==> config.mk <==
export PLATFORM = sky130hd
export DESIGN_NAME = phase_shift_scheduler_flat
export DESIGN_NICKNAME = d
export VERILOG_FILES = /design/src/rtl/phase_shift_scheduler_if.sv /design/src/rtl/phase_shift_scheduler.sv /design/src/flat_wrapper.sv
export SDC_FILE = /design/constraint.sdc
export NUM_CORES = 1
export LEC_CHECK = 0
export CAP_MARGIN = 10
export CORE_MARGIN = 2
export CORE_UTILIZATION = 39
export CTS_CLUSTER_SIZE = 20
export DETAILED_ROUTE_END_ITERATION = 16
export SLEW_MARGIN = 0
export SYNTH_ARGS = -nofsm -noshare
export SYNTH_HDL_FRONTEND = slang
export SYNTH_SLANG_ARGS = --single-unit
==> constraint.sdc <==
create_clock -name i_clk -period 5.3 [get_ports i_clk]
set_input_delay 0.53 -clock i_clk [delete_from_list [all_inputs] [get_ports i_clk]]
set_output_delay 0.53 -clock i_clk [all_outputs]
set_load 0.01 [all_outputs]
==> src/rtl/phase_shift_scheduler_if.sv <==
// phase_shift_scheduler_if
//   Groups the requester, phasedone and processor-side signals of the phase
//   shift scheduler.
//   Parameters: NUM_PLL (requesters), SEL_W (PLL select width).
//   slave  : the scheduler (samples i_*, drives o_*).
//   master : the surrounding logic (drives i_*, samples o_*).
interface phase_shift_scheduler_if #(
  parameter int unsigned NUM_PLL = 2,
  parameter int unsigned SEL_W   = 1
);
  logic [NUM_PLL-1:0]   i_req;
  logic [NUM_PLL*8-1:0] i_periods;
  logic                 i_phasedone;
  logic                 o_ready;
  logic [SEL_W-1:0]     o_pll_to_update;
  logic [7:0]           o_periods_to_process;
  logic                 o_busy;
  logic [NUM_PLL-1:0]   o_done;
  logic [NUM_PLL-1:0]   o_err;

  modport slave (
    input  i_req, i_periods, i_phasedone,
    output o_ready, o_pll_to_update, o_periods_to_process, o_busy, o_done, o_err
  );

  modport master (
    output i_req, i_periods, i_phasedone,
    input  o_ready, o_pll_to_update, o_periods_to_process, o_busy, o_done, o_err
  );
endinterface

==> src/rtl/phase_shift_scheduler.sv <==
// phase_shift_scheduler
//   Round-robin arbiter sharing one phase-shift processor between NUM_PLL
//   requesters. Accumulates per-PLL step counts (8-bit saturating), grants one
//   PLL at a time, strobes o_ready, then counts synchronized active-low
//   phasedone pulses until the granted count is consumed or a wait times out.
// Ports:
//   i_clk    : clock, rising edge
//   i_rst_n  : synchronous active-low reset
//   bus      : slave side of phase_shift_scheduler_if
//              i_req/i_periods  per-PLL request strobe and step count
//              i_phasedone      asynchronous PLL phasedone (active-low pulse)
//              o_ready          processor ready strobe (READY_CYCLES long)
//              o_pll_to_update  granted PLL, o_periods_to_process granted count
//              o_busy           high outside IDLE
//              o_done/o_err     one-cycle completion / timeout pulse per PLL
module phase_shift_scheduler #(
  parameter int unsigned NUM_PLL      = 2,
  parameter int unsigned SEL_W        = 1,
  parameter int unsigned READY_CYCLES = 2,
  parameter int unsigned TIMEOUT      = 1023,
  parameter int unsigned SETTLE       = 4
) (
  input  logic                  i_clk,
  input  logic                  i_rst_n,
  phase_shift_scheduler_if.slave bus
);

  localparam int unsigned MAX_RS  = (READY_CYCLES > SETTLE) ? READY_CYCLES : SETTLE;
  localparam int unsigned CNT_MAX = (TIMEOUT > MAX_RS) ? TIMEOUT : MAX_RS;
  localparam int unsigned CNT_W   = $clog2(CNT_MAX + 1);

  typedef enum logic [2:0] {
    S_IDLE,
    S_GRANT,
    S_ISSUE,
    S_WAIT_LOW,
    S_WAIT_HIGH,
    S_FINISH,
    S_SETTLE
  } state_t;

  state_t             state;
  state_t             next_state;
  logic [7:0]         pend [0:NUM_PLL-1];
  logic [SEL_W-1:0]   ptr;
  logic [SEL_W-1:0]   gidx;
  logic [SEL_W-1:0]   pick;
  logic [SEL_W-1:0]   rr_idx;
  logic               pick_vld;
  logic [CNT_W-1:0]   cnt;
  logic [7:0]         rem;
  logic               pd_m;
  logic               pd_s;
  logic               tmo_hit;
  logic               ready_nx;
  logic               busy_nx;
  logic [NUM_PLL-1:0] done_nx;
  logic [NUM_PLL-1:0] err_nx;

  function automatic logic [7:0] sat_add(input logic [7:0] a, input logic [7:0] b);
    logic [8:0] s;
    s = {1'b0, a} + {1'b0, b};
    return s[8] ? 8'hFF : s[7:0];
  endfunction

  // Round-robin search starting just after the last granted PLL.
  always_comb begin
    pick     = '0;
    pick_vld = 1'b0;
    rr_idx   = '0;
    for (int unsigned i = 1; i <= NUM_PLL; i++) begin
      rr_idx = SEL_W'((32'(ptr) + i) % NUM_PLL);
      if (!pick_vld && pend[rr_idx] != 8'd0) begin
        pick     = rr_idx;
        pick_vld = 1'b1;
      end
    end
  end

  // Pending counts. The granted PLL is cleared in GRANT, but a request landing
  // in that same cycle replaces the cleared value rather than being lost.
  always_ff @(posedge i_clk) begin
    if (!i_rst_n) begin
      for (int unsigned k = 0; k < NUM_PLL; k++) pend[k] <= '0;
    end else begin
      for (int unsigned k = 0; k < NUM_PLL; k++) begin
        if (state == S_GRANT && 32'(gidx) == k)
          pend[k] <= bus.i_req[k] ? bus.i_periods[8*k +: 8] : 8'd0;
        else if (bus.i_req[k])
          pend[k] <= sat_add(pend[k], bus.i_periods[8*k +: 8]);
      end
    end
  end

  always_ff @(posedge i_clk) begin
    if (!i_rst_n) begin
      pd_m <= 1'b1;
      pd_s <= 1'b1;
    end else begin
      pd_m <= bus.i_phasedone;
      pd_s <= pd_m;
    end
  end

  always_ff @(posedge i_clk) begin
    if (!i_rst_n) state <= S_IDLE;
    else          state <= next_state;
  end

  // A real phasedone edge wins over a timeout seen in the same cycle.
  always_comb begin
    next_state = state;
    tmo_hit    = 1'b0;
    unique case (state)
      S_IDLE:      if (pick_vld) next_state = S_GRANT;
      S_GRANT:     next_state = S_ISSUE;
      S_ISSUE:     if (cnt == CNT_W'(READY_CYCLES - 1)) next_state = S_WAIT_LOW;
      S_WAIT_LOW: begin
        if (!pd_s) next_state = S_WAIT_HIGH;
        else if (cnt == CNT_W'(TIMEOUT - 1)) begin
          next_state = S_FINISH;
          tmo_hit    = 1'b1;
        end
      end
      S_WAIT_HIGH: begin
        if (pd_s) next_state = (rem == 8'd1) ? S_FINISH : S_WAIT_LOW;
        else if (cnt == CNT_W'(TIMEOUT - 1)) begin
          next_state = S_FINISH;
          tmo_hit    = 1'b1;
        end
      end
      S_FINISH:    next_state = S_SETTLE;
      S_SETTLE:    if (cnt == CNT_W'(SETTLE - 1)) next_state = S_IDLE;
      default:     next_state = S_IDLE;
    endcase
  end

  // Outputs are registered from the next state so they line up with it.
  always_comb begin
    ready_nx = (next_state == S_ISSUE);
    busy_nx  = (next_state != S_IDLE);
    done_nx  = '0;
    err_nx   = '0;
    if (next_state == S_FINISH) begin
      if (tmo_hit) err_nx[gidx]  = 1'b1;
      else         done_nx[gidx] = 1'b1;
    end
  end

  always_ff @(posedge i_clk) begin
    if (!i_rst_n) begin
      bus.o_ready              <= 1'b0;
      bus.o_pll_to_update      <= '0;
      bus.o_periods_to_process <= '0;
      bus.o_busy               <= 1'b0;
      bus.o_done               <= '0;
      bus.o_err                <= '0;
      cnt                      <= '0;
      rem                      <= '0;
      gidx                     <= '0;
      ptr                      <= SEL_W'(NUM_PLL - 1);
    end else begin
      bus.o_ready <= ready_nx;
      bus.o_busy  <= busy_nx;
      bus.o_done  <= done_nx;
      bus.o_err   <= err_nx;
      // One counter serves ISSUE, both waits and SETTLE; it restarts on every
      // state change, including WAIT_HIGH -> WAIT_LOW.
      cnt <= (next_state != state) ? '0 : cnt + CNT_W'(1);
      if (state == S_IDLE && pick_vld) gidx <= pick;
      if (state == S_GRANT) begin
        bus.o_pll_to_update      <= gidx;
        bus.o_periods_to_process <= pend[gidx];
        rem                      <= pend[gidx];
        ptr                      <= gidx;
      end
      if (state == S_WAIT_HIGH && pd_s) rem <= rem - 8'd1;
    end
  end

endmodule
==> src/flat_wrapper.sv <==
// flat-port wrapper written by rule: the top's interface ports become plain ports
module phase_shift_scheduler_flat 
#(
  parameter int unsigned NUM_PLL      = 2,
  parameter int unsigned SEL_W        = 1,
  parameter int unsigned READY_CYCLES = 2,
  parameter int unsigned TIMEOUT      = 1023,
  parameter int unsigned SETTLE       = 4
)
  (i_clk, i_rst_n, bus_i_req, bus_i_periods, bus_i_phasedone, bus_o_ready, bus_o_pll_to_update, bus_o_periods_to_process, bus_o_busy, bus_o_done, bus_o_err);
  phase_shift_scheduler_if #(.NUM_PLL(NUM_PLL), .SEL_W(SEL_W)) bus_i ();
  input  logic i_clk;
  input  logic i_rst_n;
  input wire logic [$bits(bus_i.i_req)-1:0] bus_i_req;
  input wire logic [$bits(bus_i.i_periods)-1:0] bus_i_periods;
  input wire logic [$bits(bus_i.i_phasedone)-1:0] bus_i_phasedone;
  output wire logic [$bits(bus_i.o_ready)-1:0] bus_o_ready;
  output wire logic [$bits(bus_i.o_pll_to_update)-1:0] bus_o_pll_to_update;
  output wire logic [$bits(bus_i.o_periods_to_process)-1:0] bus_o_periods_to_process;
  output wire logic [$bits(bus_i.o_busy)-1:0] bus_o_busy;
  output wire logic [$bits(bus_i.o_done)-1:0] bus_o_done;
  output wire logic [$bits(bus_i.o_err)-1:0] bus_o_err;
  assign bus_i.i_req = bus_i_req;
  assign bus_i.i_periods = bus_i_periods;
  assign bus_i.i_phasedone = bus_i_phasedone;
  assign bus_o_ready = bus_i.o_ready;
  assign bus_o_pll_to_update = bus_i.o_pll_to_update;
  assign bus_o_periods_to_process = bus_i.o_periods_to_process;
  assign bus_o_busy = bus_i.o_busy;
  assign bus_o_done = bus_i.o_done;
  assign bus_o_err = bus_i.o_err;
  phase_shift_scheduler #(.NUM_PLL(NUM_PLL), .SEL_W(SEL_W), .READY_CYCLES(READY_CYCLES), .TIMEOUT(TIMEOUT), .SETTLE(SETTLE)) u_core (.i_clk(i_clk), .i_rst_n(i_rst_n), .bus(bus_i));
endmodule
==> results by group, run 1 <==
Timing
  • Post-Route Setup TNS: 0 ns
  • Worst-margin pin slew: 0.5766 ns
  • RSZ-0062 raised after global routing: false
  • Slack of the critical path: 2.599 ns
  • Final setup vio count: 0
  • Minimum clock period: 2.701 ns
  • Final hold violations: 0
  • Worst relative slew slack: 61.38%
  • Slew Viols, Final: 0
  • Fmax: 0.3702 GHz
  • Clk_skew: 0.008390 ns
  • Fin crit share: 50.97%

Floorplan
  • Placeable Area: 8258 um2
  • Starting Density: 40.35%
  • # rows: 33
  • Die area: 9299 um2
  • # IOs: 36
  • Chip Width: 96.43 um
  • Die Height: 96.43 um

Synthesis
  • Synth warn: 0
  • Synth Flop Type: dfxtp_1
  • Post-Synthesis Cell Area: 3332 um2
  • Async S/R FF share, synth: 0%
  • Distinct cells, synth: 53
  • Cell count after synthesis: 384
  • Synth top area share: 25.23%
  • Largest area contributor in the netlist: dfxtp_1
  • Synth Area per Inst: 8.677 um2
  • Top cells by area, synth: dfxtp_1, edfxtp_1, ha_1
  • Post-synth top cells: nor2_1, dfxtp_1, nand2_1
  • FF+latch count, synth: 58
  • Syn_nets: 428
  • Seq/Total Area, Yosys: 39.65%
  • Most common cell in the netlist: nor2_1
  • EDFF count, synth: 16

Clocking
  • Clock buffer depth: 2
  • CTS buffer count: 9
  • Resize count post-CTS: 0
  • CTS Hold Bufs: 0
  • Clk pin slew, worst setup/hold paths: 0.06 ns
  • CTS Root Cell: clkbuf_8
  • Sink Count: 58
  • CTS tree: done
  • Skew-Pair Late Insertion Delay: 0.33 ns
  • Postcts setup bufs: 0
  • H-tree level count: 3

Layout
  • Layout filler cell count: 831
  • Antenna cells: 0
  • Synthesis-to-finish area growth: 18.55%
  • Share of layout cells above drive strength 1: 6.118%
  • Nets@finish: 464
  • Fin util: 47.83%

Critical path
  • Crit Path Class: input pin to register
  • Worst path required time: 5.35 ns
  • Crit path max fanout: 7
  • Crit start category: input pin
  • Critical Path AT: 2.75 ns
  • Critical path capture point type: register

Hold path
  • HP Class: register to register

Detailed routing
  • DR top layer: met4
  • Remaining DRCs: 0
  • Wire per inst: 13.77 um
  • TritonRoute pass-1 iters: 4
  • First DRT Iteration DRCs: 126
  • DR WL met3: 290 um
  • Detailed Route WL: 7299 um
  • DRT antenna net count: 0
  • DR vias/cell: 5.289
  • Metal2 WL: 3349 um
  • Metal-1 WL: 3591 um
  • Vias: 2803

GRT
  • First-pass GRT wire length: 12250 um
  • Tot GR Track Use: 16.98%
  • Total gr overflow: 0
  • Initial antenna violation count: 0
  • Vias in the first global route: 2586
  • Largest net degree at the start of global routing: 16

Power
  • Logic pwr share: 29.5%
  • Sequential Power Share: 43.6%
  • PwrDens: 338.8 nW/um2
  • LEAKAGE: 1.514 nW
  • Sw frac: 33.17%
  • Clock power frac: 27.0%
  • Final total power: 1.338 mW
  • Internal power: 0.8945 mW
  • Psw: 0.4440 mW
  • Max IR drop VDD: 0.1297 mV

Run
  • Max cap viols: 0

Place
  • Place WS: 2.271 ns
  • Placer Congestion: 0.7754
  • Input/output buffers: 35
  • Final HPWL DP: 5605 um

Outcome
  • Outcome: finished, final reports clean
-- power groups by stage --
| stage | combinational [mW] | sequential, mW | clock (mW) |
|---|---|---|---|
| CTS | 0.395 | 0.583 | 0.368 |
| detailed placement | 0.393 | 0.593 | 0 |
| finish | 0.394 | 0.583 | 0.361 |
| floorplan | 0.297 | 0.568 | 0 |
| global route | 0.446 | 0.592 | 0.386 |
| global placement | 0.391 | 0.592 | 0 |
-- worst max-delay path, cell delays in order --
cell and delay, ns:
clkdlybuf4s50_1 0.42, ha_1 0.24, inv_1 0.08, fa_1 0.21
nor2b_1 0.08, o31a_1 0.25, o21ai_1 0.18, nand2b_1 0.12
a31oi_1 0.49, a21oi_1 0.15
-- cell families after synthesis --
group / synth area share, %
buffers and inverters: 2.816
AOI/OAI and AO/OA: 17.54
adders and majority gates: 9.087
muxes: 3.192
xor gates and xnor gates: 3.680
and+or+nand+nor: 24.03
DFF: 39.65
-- path summary, 6_finish.rpt --
kind	from	endpoint	slack, ns	cells past startpoint
worst max-delay path	bus_i_periods[0]	u_core.pend[0][6]$_SDFFCE_PP0P_	2.60	10
worst min-delay path	u_core.pd_m$_SDFF_PN1_	u_core.pd_s$_SDFF_PN1_	0.41	1
worst max register to register	u_core.pend[0][0]$_SDFFCE_PP0P_	u_core.pend[0][6]$_SDFFCE_PP0P_	2.73	9
worst min register to register	u_core.pd_m$_SDFF_PN1_	u_core.pd_s$_SDFF_PN1_	0.41	1
-- layout by cell type, fill, tap and decap left out, types with 3 or more instances in the layout --
master and n:
xnor2_1 7, nor4_1 6, ha_1 21, clkinv_2 3, a31oi_1 3, clkbuf_8 11, mux2i_1 5, nand2_1 33
inv_1 13, and3_1 6, nand2b_1 10, nor2b_1 6, edfxtp_1 16, xor2_1 7, a21o_1 4, and2_1 3
nor2_1 60, a211oi_1 7, a21oi_1 28, nand3_1 10, nand4_1 3, o21a_1 4, clkdlybuf4s50_1 35, o21ai_0 29
nor3_1 12, mux2_2 5, dfxtp_1 42
-- final cells by class --
cell class	instances	area (um2)	share of cell area (%)
inverters	13	48.80	1.235
flip-flops and latches	58	1321	33.45
multi-input cells	302	1917	48.53
clock inverters	3	15.01	0.3801
clock buffers	13	158.9	4.023
well taps	105	131.4	3.326
repair buffers	36	357.8	9.059
-- sequential cells by signal, summed over array words and instances (netlist names), named ones only --
name	count
u_core.bus.o_done	2
u_core.pd_m	1
u_core.bus.o_periods_to_process	8
u_core.state	3
u_core.bus.o_pll_to_update	1
u_core.bus.o_busy	1
u_core.pd_s	1
u_core.cnt	10
u_core.bus.o_err	2
u_core.ptr	1
u_core.bus.o_ready	1
u_core.pend	16
u_core.gidx	1
u_core.rem	8
-- metal layers --
metal | up-vias | track usage [%]
met1 | 1289 | 23.22
met5 | - | 0
met3 | 5 | 3.491
met4 | 0 | 4.930
li1 | 1458 | -
met2 | 51 | 27.20
-- per-stage QoR --
step | hold WS, ns | instance area (um2) | instances
floorplan | 0.3863 | 3332 | 384
global placement | 0.3946 | 3776 | 514
detailed placement | 0.3995 | 3776 | 514
CTS | 0.4145 | 3950 | 530
global route | 0.4222 | 3950 | 530
finish | 0.4100 | 3950 | 530
Power figures use the tool's default switching activity.
==> inputs of run 2 (changes only) <==
==> constraint.sdc (replaced) <==
create_clock -name i_clk -period 2.3 [get_ports i_clk]
set_input_delay 0.23 -clock i_clk [delete_from_list [all_inputs] [get_ports i_clk]]
set_output_delay 0.23 -clock i_clk [all_outputs]
set_load 0.01 [all_outputs]
==> results by group, run 2 (synthesized netlist as in run 1, its figures left out) <==
Power
  • Sw frac: 32.75%
  • PwrDens: 766.1 nW/um2
  • Internal power: 2.120 mW
  • Sequential Power Share: 42.4%
  • Max IR drop VDD: 0.2651 mV
  • Clock power frac: 25.8%
  • LEAKAGE: 1.605 nW
  • Logic pwr share: 31.9%
  • Psw: 1.033 mW

Detailed routing
  • DR vias/cell: 5.242
  • DRT antenna net count: 0
  • First DRT Iteration DRCs: 147
  • Wire per inst: 13.49 um
  • Remaining DRCs: 0
  • Vias: 2862
  • TritonRoute pass-1 iters: 5
  • Detailed Route WL: 7363 um

GRT
  • Total gr overflow: 0
  • Largest net degree at the start of global routing: 14
  • Tot GR Track Use: 17.15%
  • Vias in the first global route: 2653
  • First-pass GRT wire length: 12250 um
  • Initial antenna violation count: 0

Critical path
  • Worst reg-to-reg path cell count: 9
  • WP buf/inv: 1
  • R2r endpoint: u_core.pend[1][6]$_DFFE_PP_
  • Delay-heaviest family, CP: compound AO/OA/AOI/OAI gates
  • CP max-delay cell: o41a_1
  • Worst path required time: 2.38 ns
  • R2R Path Start: u_core.pend[1][0]$_DFFE_PP_
  • R2R Setup Slk: 0.08 ns
  • Crit Path Class: register to register
  • Crit start category: register
  • Critical path capture point type: register
  • Crit path max fanout: 8
  • Slowest Stage Delay on Critical Path: 0.45 ns
  • Worst path cell trace: ha_2 > inv_2 > fa_2 > nand2b_4 > a21oi_2 > o21a_1 > o41a_1 > a21oi_1 > o21ai_1
  • Critical Path AT: 2.30 ns

Layout
  • Commonest non-fill, non-tap cell in the layout: nor2_1
  • Layout Cells excl Fill: 546
  • Final design area excluding fillers: 4115 um2
  • Max reg flops: 16
  • Reg with most FFs: u_core.pend
  • Largest registers: u_core.pend (16), u_core.cnt (10)
  • Most frequent cells in the layout: nor2_1, dfxtp_1, clkdlybuf4s50_1
  • Nets@finish: 481
  • Share of layout cells above drive strength 1: 11.56%
  • Layout filler cell count: 811
  • Synthesis-to-finish area growth: 23.51%
  • Antenna cells: 0

Clocking
  • CTS Root Cell: clkbuf_8
  • Skew-Pair Late Insertion Delay: 0.34 ns
  • CTS buffer count: 9
  • Clock buffer depth: 2
  • CTS Hold Bufs: 0
  • CTS tree: done
  • Clk pin slew, worst setup/hold paths: 0.06 ns
  • Sink Count: 58
  • H-tree level count: 3

Place
  • Input/output buffers: 35
  • Cell Area, Placed: 3889 um2
  • Cell count after placement: 529
  • Final HPWL DP: 5713 um
  • Placer Congestion: 0.8952

Timing
  • RSZ-0062 raised after global routing: true
  • Worst relative slew slack: 66.17%
  • Fmax: 0.4510 GHz
  • Slew Viols, Final: 0
  • Clk_skew: 0.005621 ns
  • Worst-margin pin slew: 0.5029 ns
  • Final setup vio count: 0
  • Minimum clock period: 2.217 ns
  • Final hold violations: 0
  • Fin crit share: 96.41%

Floorplan
  • Chip Width: 96.43 um
  • Placeable Area: 8258 um2
  • Die Height: 96.43 um
  • Die area: 9299 um2
  • Starting Density: 40.35%
  • # IOs: 36
  • # rows: 33

Hold path
  • Hold Startpoint: u_core.pd_m$_SDFF_PN1_
  • HP Class: register to register
  • Hold Path Stages: 1
  • WHS Endpoint: u_core.pd_s$_SDFF_PN1_

Outcome
  • Outcome: finished, final reports clean

Run
  • Max cap viols: 0
==> run 2: cell types whose count changed in the layout (fill, tap and decap cells not counted), sizes merged <==
cell,delta
buf,+17
clkbuf,-1
==> run 2: metrics by stage <==
stage | worst slack, ns | setup TNS [ns] | hold WS [ns] | power, mW | util, %
2_1_floorplan | 0.1155 | 0 | 0.3315 | 1.992 | -
4_1_cts | 0.007556 | 0 | 0.4192 | 3.139 | 49.30
6_report | 0.08259 | 0 | 0.4136 | 3.153 | 49.83
5_1_grt | -0.02689 | -0.1079 | 0.4371 | 3.376 | 49.83
3_3_place_gp | -0.1732 | -2.048 | 0.3950 | 2.305 | 47.09
3_5_place_dp | -0.3137 | -3.161 | 0.3998 | 2.318 | 47.09
==> run 2: layout make-up <==
type	instances	area, um2	share of cell area [%]
sequential	58	1321	32.11
clock inverter	3	15.01	0.3649
clock buffer	12	155.1	3.770
inverter	13	48.80	1.186
multi-input combinational	302	1958	47.58
tap	105	131.4	3.192
timing repair buffer	53	485.5	11.80
==> run 2: power groups by stage <==
stage                     logic (mW)  registers [mW]  clock network (mW)
after floorplan                0.684            1.31                   0
after global placement         0.947            1.36                   0
after detailed placement       0.961            1.36                   0
after CTS                      0.971            1.34               0.832
after global routing            1.14            1.36               0.883
final                           1.00            1.34               0.812
==> run 2: worst max path at each step <==
stage | start | to | slack (ns) | cells past startpoint
2_1_floorplan | u_core.pend[0][0]$_SDFFCE_PP0P_ | u_core.pend[0][0]$_SDFFCE_PP0P_ | 0.12 | 9
3_3_place_gp | bus_i_periods[8] | u_core.pend[1][4]$_DFFE_PP_ | -0.17 | 10
3_5_place_dp | bus_i_periods[8] | u_core.pend[1][3]$_DFFE_PP_ | -0.31 | 10
4_1_cts | u_core.pend[1][0]$_DFFE_PP_ | u_core.pend[1][6]$_DFFE_PP_ | 0.008 | 9
5_1_grt | u_core.pend[1][0]$_DFFE_PP_ | u_core.pend[1][6]$_DFFE_PP_ | -0.03 | 9
6_report | u_core.pend[1][0]$_DFFE_PP_ | u_core.pend[1][6]$_DFFE_PP_ | 0.08 | 9
==> run 2: what timing repair did <==
action                                  in CTS  in global routing
endpoints found under the setup margin       2                 15
resized for setup                            3                 13
pin swaps                                    2                  5
setup buffers                                1                  1
endpoints found under the hold margin        0                  0
==> run 2: metal layers <==
metal  track usage [%]  vias to the layer above  wire length (um)
met4             5.751                        0                65
li1                  -                     1486                 -
met2             26.97                       60              3394
met5                 0                        -                 0
met1             23.15                     1310              3591
met3             4.189                        6               311
